File: config.mk
export PLATFORM = sky130hd
export DESIGN_NAME = aes_key_expander_flat
export DESIGN_NICKNAME = d
export VERILOG_FILES = /design/src/rtl/aes_key_expander_if.sv /design/src/rtl/aes_key_expander.sv /design/src/flat_wrapper.sv
export SDC_FILE = /design/constraint.sdc
export NUM_CORES = 2
export LEC_CHECK = 0
export BUFFER_PORTS_ARGS = -buffer_cell sky130_fd_sc_hd__buf_2
export CELL_PAD_IN_SITES_DETAIL_PLACEMENT = 1
export CELL_PAD_IN_SITES_GLOBAL_PLACEMENT = 2
export CORE_ASPECT_RATIO = 1.1
export CORE_MARGIN = 2
export CORE_UTILIZATION = 44
export DETAILED_ROUTE_END_ITERATION = 10
export PLACE_DENSITY = 0.9
export SKIP_CTS_REPAIR_TIMING = 1
export SYNTH_ARGS = -nofsm -noshare
export SYNTH_HDL_FRONTEND = slang
export SYNTH_SLANG_ARGS = --single-unit
File: constraint.sdc
create_clock -name clk_in -period 27.8 [get_ports clk_in]
set_clock_uncertainty 0.2 [all_clocks]
set_input_delay 2.78 -clock clk_in [delete_from_list [all_inputs] [get_ports clk_in]]
set_output_delay 2.78 -clock clk_in [all_outputs]
set_load 0.01 [all_outputs]
File: src/rtl/aes_key_expander_if.sv
// rtl/aes_key_expander_if.sv - start/status, round-key stream and store read port of aes_key_expander
interface aes_key_expander_if;
   logic         start_in;
   logic [1:0]   mode_in;
   logic [255:0] key_in;
   logic         busy_out;
   logic         err_out;
   logic         rk_valid_out;
   logic         rk_ready_in;
   logic [127:0] rk_data_out;
   logic [3:0]   rk_round_out;
   logic         done_out;
   logic [3:0]   num_rounds_out;
   logic [3:0]   rd_addr_in;
   logic [127:0] rd_data_out;

   modport slave (
      input  start_in, mode_in, key_in, rk_ready_in, rd_addr_in,
      output busy_out, err_out, rk_valid_out, rk_data_out, rk_round_out,
             done_out, num_rounds_out, rd_data_out
   );

   modport master (
      output start_in, mode_in, key_in, rk_ready_in, rd_addr_in,
      input  busy_out, err_out, rk_valid_out, rk_data_out, rk_round_out,
             done_out, num_rounds_out, rd_data_out
   );
endinterface

File: src/rtl/aes_key_expander.sv
// rtl/aes_key_expander.sv - iterative AES-128/192/256 key schedule, one word per cycle
// Round keys stream out over valid/ready and are optionally kept for reverse-order readback.
module aes_key_expander #(
   parameter int MAX_KEY_BITS = 256,
   parameter bit STORE_KEYS   = 1'b1
) (
   input logic               clk_in,
   input logic               rst_in,
   aes_key_expander_if.slave bus
);

   localparam logic [2047:0] SBOX_TABLE = {
      128'h637c777bf26b6fc53001672bfed7ab76, 128'hca82c97dfa5947f0add4a2af9ca472c0,
      128'hb7fd9326363ff7cc34a5e5f171d83115, 128'h04c723c31896059a071280e2eb27b275,
      128'h09832c1a1b6e5aa0523bd6b329e32f84, 128'h53d100ed20fcb15b6acbbe394a4c58cf,
      128'hd0efaafb434d338545f9027f503c9fa8, 128'h51a3408f929d38f5bcb6da2110fff3d2,
      128'hcd0c13ec5f974417c4a77e3d645d1973, 128'h60814fdc222a908846eeb814de5e0bdb,
      128'he0323a0a4906245cc2d3ac629195e479, 128'he7c8376d8dd54ea96c56f4ea657aae08,
      128'hba78252e1ca6b4c6e8dd741f4bbd8b8a, 128'h703eb5664803f60e613557b986c11d9e,
      128'he1f8981169d98e949b1e87e9ce5528df, 128'h8ca1890dbfe6426841992d0fb054bb16
   };

   // Byte 0x00 sits in the top byte of the table, so index from the MSB end.
   function automatic logic [7:0] sbox(input logic [7:0] b);
      logic [10:0] base;
      base = {~b, 3'b000};
      return SBOX_TABLE[base +: 8];
   endfunction

   typedef enum logic {IDLE, RUN} state_t;

   state_t        state, state_d;
   logic [255:0]  key_q;
   logic [31:0]   win [8];
   logic [95:0]   acc;
   logic [5:0]    i_q;
   logic [2:0]    kcnt;
   logic [7:0]    rcon;
   logic [3:0]    nk_q;
   logic [5:0]    nw_q;
   logic [3:0]    nr_q;
   logic          busy_q, err_q, done_q, rk_valid_q;
   logic [127:0]  rk_data_q, rd_q;
   logic [3:0]    rk_round_q;

   logic          legal, accept, reject, finish;
   logic          handshake, stall, gen, load, first, sub8;
   logic [7:0]    kbase;
   logic [31:0]   key_word, prev, back, sub_in, sub, t, w_new;

   always_comb begin
      legal = 1'b0;
      case (bus.mode_in)
         2'd0:    legal = 1'b1;
         2'd1:    legal = (MAX_KEY_BITS >= 192);
         2'd2:    legal = (MAX_KEY_BITS >= 256);
         default: legal = 1'b0;
      endcase
   end

   assign handshake = rk_valid_q && bus.rk_ready_in;
   assign stall     = (i_q[1:0] == 2'b11) && rk_valid_q && !bus.rk_ready_in;
   assign gen       = (state == RUN) && (i_q < nw_q) && !stall;
   assign load      = gen && (i_q[1:0] == 2'b11);

   always_comb begin
      state_d = state;
      accept  = 1'b0;
      reject  = 1'b0;
      finish  = 1'b0;
      case (state)
         IDLE: begin
            if (bus.start_in) begin
               if (legal) begin
                  accept  = 1'b1;
                  state_d = RUN;
               end else begin
                  reject  = 1'b1;
               end
            end
         end
         RUN: begin
            if (handshake && (rk_round_q == nr_q)) begin
               finish  = 1'b1;
               state_d = IDLE;
            end
         end
         default: state_d = IDLE;
      endcase
   end

   // win[7] is w[i-1]; w[i-Nk] therefore sits at win[8-Nk].
   always_comb begin
      kbase    = ~{i_q[2:0], 5'b00000};
      key_word = key_q[kbase -: 32];
      prev     = win[7];
      case (nk_q)
         4'd4:    back = win[4];
         4'd6:    back = win[2];
         default: back = win[0];
      endcase
      first  = (i_q >= {2'b00, nk_q}) && (kcnt == 3'd0);
      sub8   = (i_q >= {2'b00, nk_q}) && (nk_q == 4'd8) && (kcnt == 3'd4);
      sub_in = first ? {prev[23:0], prev[31:24]} : prev;
      sub    = {sbox(sub_in[31:24]), sbox(sub_in[23:16]), sbox(sub_in[15:8]), sbox(sub_in[7:0])};
      if (first)
         t = sub ^ {rcon, 24'h0};
      else if (sub8)
         t = sub;
      else
         t = prev;
      w_new = (i_q < {2'b00, nk_q}) ? key_word : (back ^ t);
   end

   always_ff @(posedge clk_in or posedge rst_in) begin
      if (rst_in)
         state <= IDLE;
      else
         state <= state_d;
   end

   always_ff @(posedge clk_in or posedge rst_in) begin
      if (rst_in) begin
         key_q      <= '0;
         acc        <= '0;
         i_q        <= '0;
         kcnt       <= '0;
         rcon       <= '0;
         nk_q       <= '0;
         nw_q       <= '0;
         nr_q       <= '0;
         busy_q     <= 1'b0;
         err_q      <= 1'b0;
         done_q     <= 1'b0;
         rk_valid_q <= 1'b0;
         rk_data_q  <= '0;
         rk_round_q <= '0;
         for (int k = 0; k < 8; k++) win[k] <= '0;
      end else begin
         err_q  <= reject;
         done_q <= finish;
         if (accept) begin
            key_q  <= bus.key_in;
            i_q    <= '0;
            kcnt   <= '0;
            rcon   <= 8'h01;
            busy_q <= 1'b1;
            case (bus.mode_in)
               2'd0:    begin nk_q <= 4'd4; nr_q <= 4'd10; nw_q <= 6'd44; end
               2'd1:    begin nk_q <= 4'd6; nr_q <= 4'd12; nw_q <= 6'd52; end
               default: begin nk_q <= 4'd8; nr_q <= 4'd14; nw_q <= 6'd60; end
            endcase
         end
         if (gen) begin
            for (int k = 0; k < 7; k++) win[k] <= win[k+1];
            win[7] <= w_new;
            acc    <= {acc[63:0], w_new};
            i_q    <= i_q + 6'd1;
            kcnt   <= ({1'b0, kcnt} == nk_q - 4'd1) ? 3'd0 : kcnt + 3'd1;
            if (first)
               rcon <= {rcon[6:0], 1'b0} ^ (rcon[7] ? 8'h1b : 8'h00);
         end
         // A key may load in the same cycle the previous one is taken.
         if (load) begin
            rk_data_q  <= {acc, w_new};
            rk_round_q <= i_q[5:2];
            rk_valid_q <= 1'b1;
         end else if (handshake) begin
            rk_valid_q <= 1'b0;
         end
         if (finish)
            busy_q <= 1'b0;
      end
   end

   generate
      if (STORE_KEYS) begin : g_store
         logic [127:0] store [15];

         always_ff @(posedge clk_in) begin
            if (load)
               store[i_q[5:2]] <= {acc, w_new};
         end

         always_ff @(posedge clk_in or posedge rst_in) begin
            if (rst_in)
               rd_q <= '0;
            else if (bus.rd_addr_in > nr_q)
               rd_q <= '0;
            else
               rd_q <= store[bus.rd_addr_in];
         end
      end else begin : g_no_store
         assign rd_q = '0;
      end
   endgenerate

   assign bus.busy_out       = busy_q;
   assign bus.err_out        = err_q;
   assign bus.done_out       = done_q;
   assign bus.rk_valid_out   = rk_valid_q;
   assign bus.rk_data_out    = rk_data_q;
   assign bus.rk_round_out   = rk_round_q;
   assign bus.num_rounds_out = nr_q;
   assign bus.rd_data_out    = rd_q;

endmodule

File: src/flat_wrapper.sv
// flat-port wrapper written by rule: the top's interface ports become plain ports
module aes_key_expander_flat 
#(
   parameter int MAX_KEY_BITS = 256,
   parameter bit STORE_KEYS   = 1'b1
)
  (clk_in, rst_in, bus_start_in, bus_mode_in, bus_key_in, bus_rk_ready_in, bus_rd_addr_in, bus_busy_out, bus_err_out, bus_rk_valid_out, bus_rk_data_out, bus_rk_round_out, bus_done_out, bus_num_rounds_out, bus_rd_data_out);
  aes_key_expander_if bus_i ();
  input logic clk_in;
  input logic rst_in;
  input wire logic [$bits(bus_i.start_in)-1:0] bus_start_in;
  input wire logic [$bits(bus_i.mode_in)-1:0] bus_mode_in;
  input wire logic [$bits(bus_i.key_in)-1:0] bus_key_in;
  input wire logic [$bits(bus_i.rk_ready_in)-1:0] bus_rk_ready_in;
  input wire logic [$bits(bus_i.rd_addr_in)-1:0] bus_rd_addr_in;
  output wire logic [$bits(bus_i.busy_out)-1:0] bus_busy_out;
  output wire logic [$bits(bus_i.err_out)-1:0] bus_err_out;
  output wire logic [$bits(bus_i.rk_valid_out)-1:0] bus_rk_valid_out;
  output wire logic [$bits(bus_i.rk_data_out)-1:0] bus_rk_data_out;
  output wire logic [$bits(bus_i.rk_round_out)-1:0] bus_rk_round_out;
  output wire logic [$bits(bus_i.done_out)-1:0] bus_done_out;
  output wire logic [$bits(bus_i.num_rounds_out)-1:0] bus_num_rounds_out;
  output wire logic [$bits(bus_i.rd_data_out)-1:0] bus_rd_data_out;
  assign bus_i.start_in = bus_start_in;
  assign bus_i.mode_in = bus_mode_in;
  assign bus_i.key_in = bus_key_in;
  assign bus_i.rk_ready_in = bus_rk_ready_in;
  assign bus_i.rd_addr_in = bus_rd_addr_in;
  assign bus_busy_out = bus_i.busy_out;
  assign bus_err_out = bus_i.err_out;
  assign bus_rk_valid_out = bus_i.rk_valid_out;
  assign bus_rk_data_out = bus_i.rk_data_out;
  assign bus_rk_round_out = bus_i.rk_round_out;
  assign bus_done_out = bus_i.done_out;
  assign bus_num_rounds_out = bus_i.num_rounds_out;
  assign bus_rd_data_out = bus_i.rd_data_out;
  aes_key_expander #(.MAX_KEY_BITS(MAX_KEY_BITS), .STORE_KEYS(STORE_KEYS)) u_core (.clk_in(clk_in), .rst_in(rst_in), .bus(bus_i));
endmodule
==> flow_summary_export.csv <==
group,metric,value,unit
synthesis,yosys.area_share.simple,10.4,%
cts,clock_latency,870,ps
sta,worstMarginPinSlew,1470,ps
placement,gp_congestion,0.956,
floorplanning,rows,201,
cells_and_area,area_delta_synth_final,13.2,%
placement,dp_slack,18950,ps
pwr,power.internal,0.0105,W
synthesis,synth_top_family_by_area,"multiplexers",
placement,port_buffers,532,
pwr,p_comb_share,46.8,%
floorplanning,ios,534,
global_routing,grt_pass1_wl,694000,µm
global_routing,overflow,0,
synthesis,avgSynthCellArea,13.4,µm²
synthesis,synth_common_cells,"2165 x nand2_1, 1920 x edfxtp_1, 800 x dfrtp_1",
cells_and_area,num-nets-final,9696,
synthesis,synth_top_area_share,47.7,%
cells_and_area,fillCellCount,27000,
synthesis,synth_adder_area_share,0.497,%
floorplanning,core,273000,µm²
cells_and_area,finish.utilization,50.2,%
worst_setup_path,worst-setup-path-type,"flop to flop",
cts,cts-root-buf,"clkbuf_16",
global_routing,grt_pass1_vias,90200,
min_path,hp-class,"flop to flop",
synthesis,synth-compound-area-share,8.65,%
global_routing,antenna_found_initial,70,
min_path,hold_path_depth,2,
detailed_routing,vias,86700,
synthesis,synth.net_count,9319,
sta,fmax,110,MHz
detailed_routing,wl_per_cell,37.0,µm
detailed_routing,drt_wl_total,491000,µm
pwr,p_sw,0.00925,W
global_routing,grt_max_degree,221,
synthesis,ys.flop_type,"edfxtp_1",
detailed_routing,final_antenna_net_count,0,
synthesis,synth_mux_area_share,13.0,%
synthesis,synthDistinctLibCells,108,
worst_setup_path,crit_arrival,9410,ps
pwr,p_leak,51.7,nW
sta,finalHoldViolCount,0,
synthesis,synth_edf_count,1920,
status,violations,"max-capacitance violations",
synthesis,synth_area_leaders,"edfxtp_1 48%, dfrtp_1 17%, mux4_2 11%",
pwr,seqPwrFrac,33.6,%
placement,dp_hpwl,299000,µm
worst_setup_path,worstPathMaxFanout,41,
cts,cts_buffer_depth,4,
cts,htreeDepth,5,
synthesis,yosys.area.top_type,"edfxtp_1",
worst_setup_path,r2r_cells,21,
sta,relSlewSlack,0.760,%
worst_setup_path,required,28150,ps
synthesis,synth.most_common_cell,"nand2_1",
synthesis,ys_seq_area_share,64.2,%
cts,cts_buffers,281,
detailed_routing,drt_first_iter_violations,11500,
pwr,power_density,144,nW/µm²
status,outcome,"complete, but fails checks",
synthesis,ys_ff_latch,2720,
cts,tritoncts,"yes",
detailed_routing,dr.pass1.iters,6,
pwr,peakVddDrop,0.140,mV
synthesis,synthXorXnorAreaFrac,0.398,%
pwr,p_clk_share,19.6,%
sta,setup_tns,0,ps
job,maxCapViolations,1,
cells_and_area,drive_above_1_share,20.4,%
floorplanning,die_x,504,µm
pwr,power_switching_share,46.9,%
floorplanning,die_h,554,µm
synthesis,synth_cells,9005,
floorplanning,dieArea,279000,µm²
sta,post-route-period-util,32.6,%
worst_setup_path,startpoint_type,"flop",
synthesis,netlist_area,121000,µm²
sta,setup_viol,0,
sta,grt_setup_unrepaired,"no",
worst_setup_path,end_kind,"flop",
global_routing,grt_usage,34.6,%
sta,slew_violations,0,
detailed_routing,viasPerCell,6.53,
cts,cts.sink_count,2720,
synthesis,async_reset_ff_share,29.4,%
floorplanning,start_util,44.3,%
cts,clkTransAtPathRegs,70,ps
sta,finalWorstSetupSlack,18740,ps
sta,min_period,9060,ps
synthesis,synth_warnings,0,
detailed_routing,drc,0,
## logic make-up (layout without fill, tap and decap cells)
family	count (synthesis)	in the layout
AO/OA/AOI/OAI	1516	1516
adder cells (fa/ha/maj)	48	48
buffers and inverters	770	1372
multiplexers	853	853
XOR/XNOR	55	55
AND/OR/NAND/NOR	3042	3042
other	1	25
flip-flops	2720	2720
## path summary, 6_finish.rpt
path	endpoint	startpoint	slack, ps
worst min register to register	u_core.win[235]	u_core.win[203]	250
worst min-delay path	u_core.win[235]	u_core.win[203]	250
worst max-delay path	u_core.g_store.store[6][26]	u_core.i_q[1]	18740
max in group asynchronous	u_core.bus.rd_data_out[106]	rst_in	22230
worst max register to register	u_core.g_store.store[6][26]	u_core.i_q[1]	18740
min in group asynchronous	u_core.acc[18]	rst_in	1800
## area by class of cell
class	instances	area (µm²)	share of cell area (%)
diodes	24	60.1	0.0439
clock buffers	399	8030	5.86
clock inverters	109	1160	0.850
inverters	71	275	0.201
multi-input cells	5515	40300	29.5
flip-flops and latches	2720	77700	56.8
well taps	3654	4570	3.34
repair buffers	793	4770	3.48
## flip-flops by register name (all words and copies together) (netlist names)
register	flops
u_core.bus.rk_valid_out	1
u_core.acc	96
u_core.bus.err_out	1
u_core.bus.num_rounds_out	2
u_core.bus.rk_data_out	128
u_core.nw_q	1
u_core.bus.rd_data_out	128
u_core.i_q	6
u_core.key_q	256
u_core.kcnt	3
u_core.win	160
u_core.bus.done_out	1
u_core.state	1
u_core.nk_q	3
u_core.bus.rk_round_out	4
u_core.bus.busy_out	1
u_core.g_store.store	1920
u_core.rcon	8
## per-stage QoR
stage / hold slack [ps] / instance area (µm²) / power, W / instances
final: 245 / 137000 / 0.0197 / 13300
after global routing: 271 / 137000 / 0.0203 / 13300
after CTS: 246 / 137000 / 0.0195 / 13300
after detailed placement: 257 / 128000 / 0.0155 / 12800
after global placement: 247 / 128000 / 0.0153 / 12800
after floorplan: 239 / 121000 / 0.0115 / 9005
## power groups by stage
stage	Sequential, W	Clock (W)	Combinational [W]
5_1_grt	0.00668	0.00402	0.00961
4_1_cts	0.00661	0.00389	0.00899
6_report	0.00663	0.00387	0.00925
2_1_floorplan	0.00640	0	0.00507
3_5_place_dp	0.00665	0	0.00887
3_3_place_gp	0.00656	0	0.00878
## routing by layer
metal | part of all wire [%] | vias to the layer above | GRT usage [%]
met5 | 0.078 | - | 0
met4 | 6.7 | 58 | 19.7
met3 | 9.0 | 1362 | 6.60
met2 | 48 | 5960 | 56.4
met1 | 36 | 44800 | 43.2
li1 | - | 34600 | -
## worst max-delay path, cell delays in order, from the launching register on
cell	delay, ps
dfrtp_4	870
inv_1	150
ha_1	310
and4b_1	280
nand2b_4	240
o21ai_4	180
buf_4	560
buf_4	620
mux2i_1	700
inv_1	230
ha_1	570
buf_4	330
nor3_1	70
mux2_2	340
nor2_1	190
o311ai_1	150
a311o_1	410
a2111oi_2	760
o22ai_1	210
a21oi_2	440
mux2_1	380
nand2_1	450
## cell usage in the layout (no fill, tap or decap), drive strengths merged, types with 60 or more instances in the layout
cell type / Yosys / final
clkinv: 4 / 74
o21ai: 397 / 397
mux2i: 234 / 234
nand3: 128 / 128
nor2b: 127 / 127
a21oi: 264 / 264
nor2: 338 / 338
inv: 67 / 79
a211oi: 146 / 146
clkbuf: 394 / 399
a31oi: 60 / 60
o211ai: 81 / 81
nand2: 2166 / 2166
dfrtp: 800 / 800
edfxtp: 1920 / 1920
nor3: 96 / 96
mux4: 569 / 569
buf: 305 / 793
(Power assumes the default switching activity.)
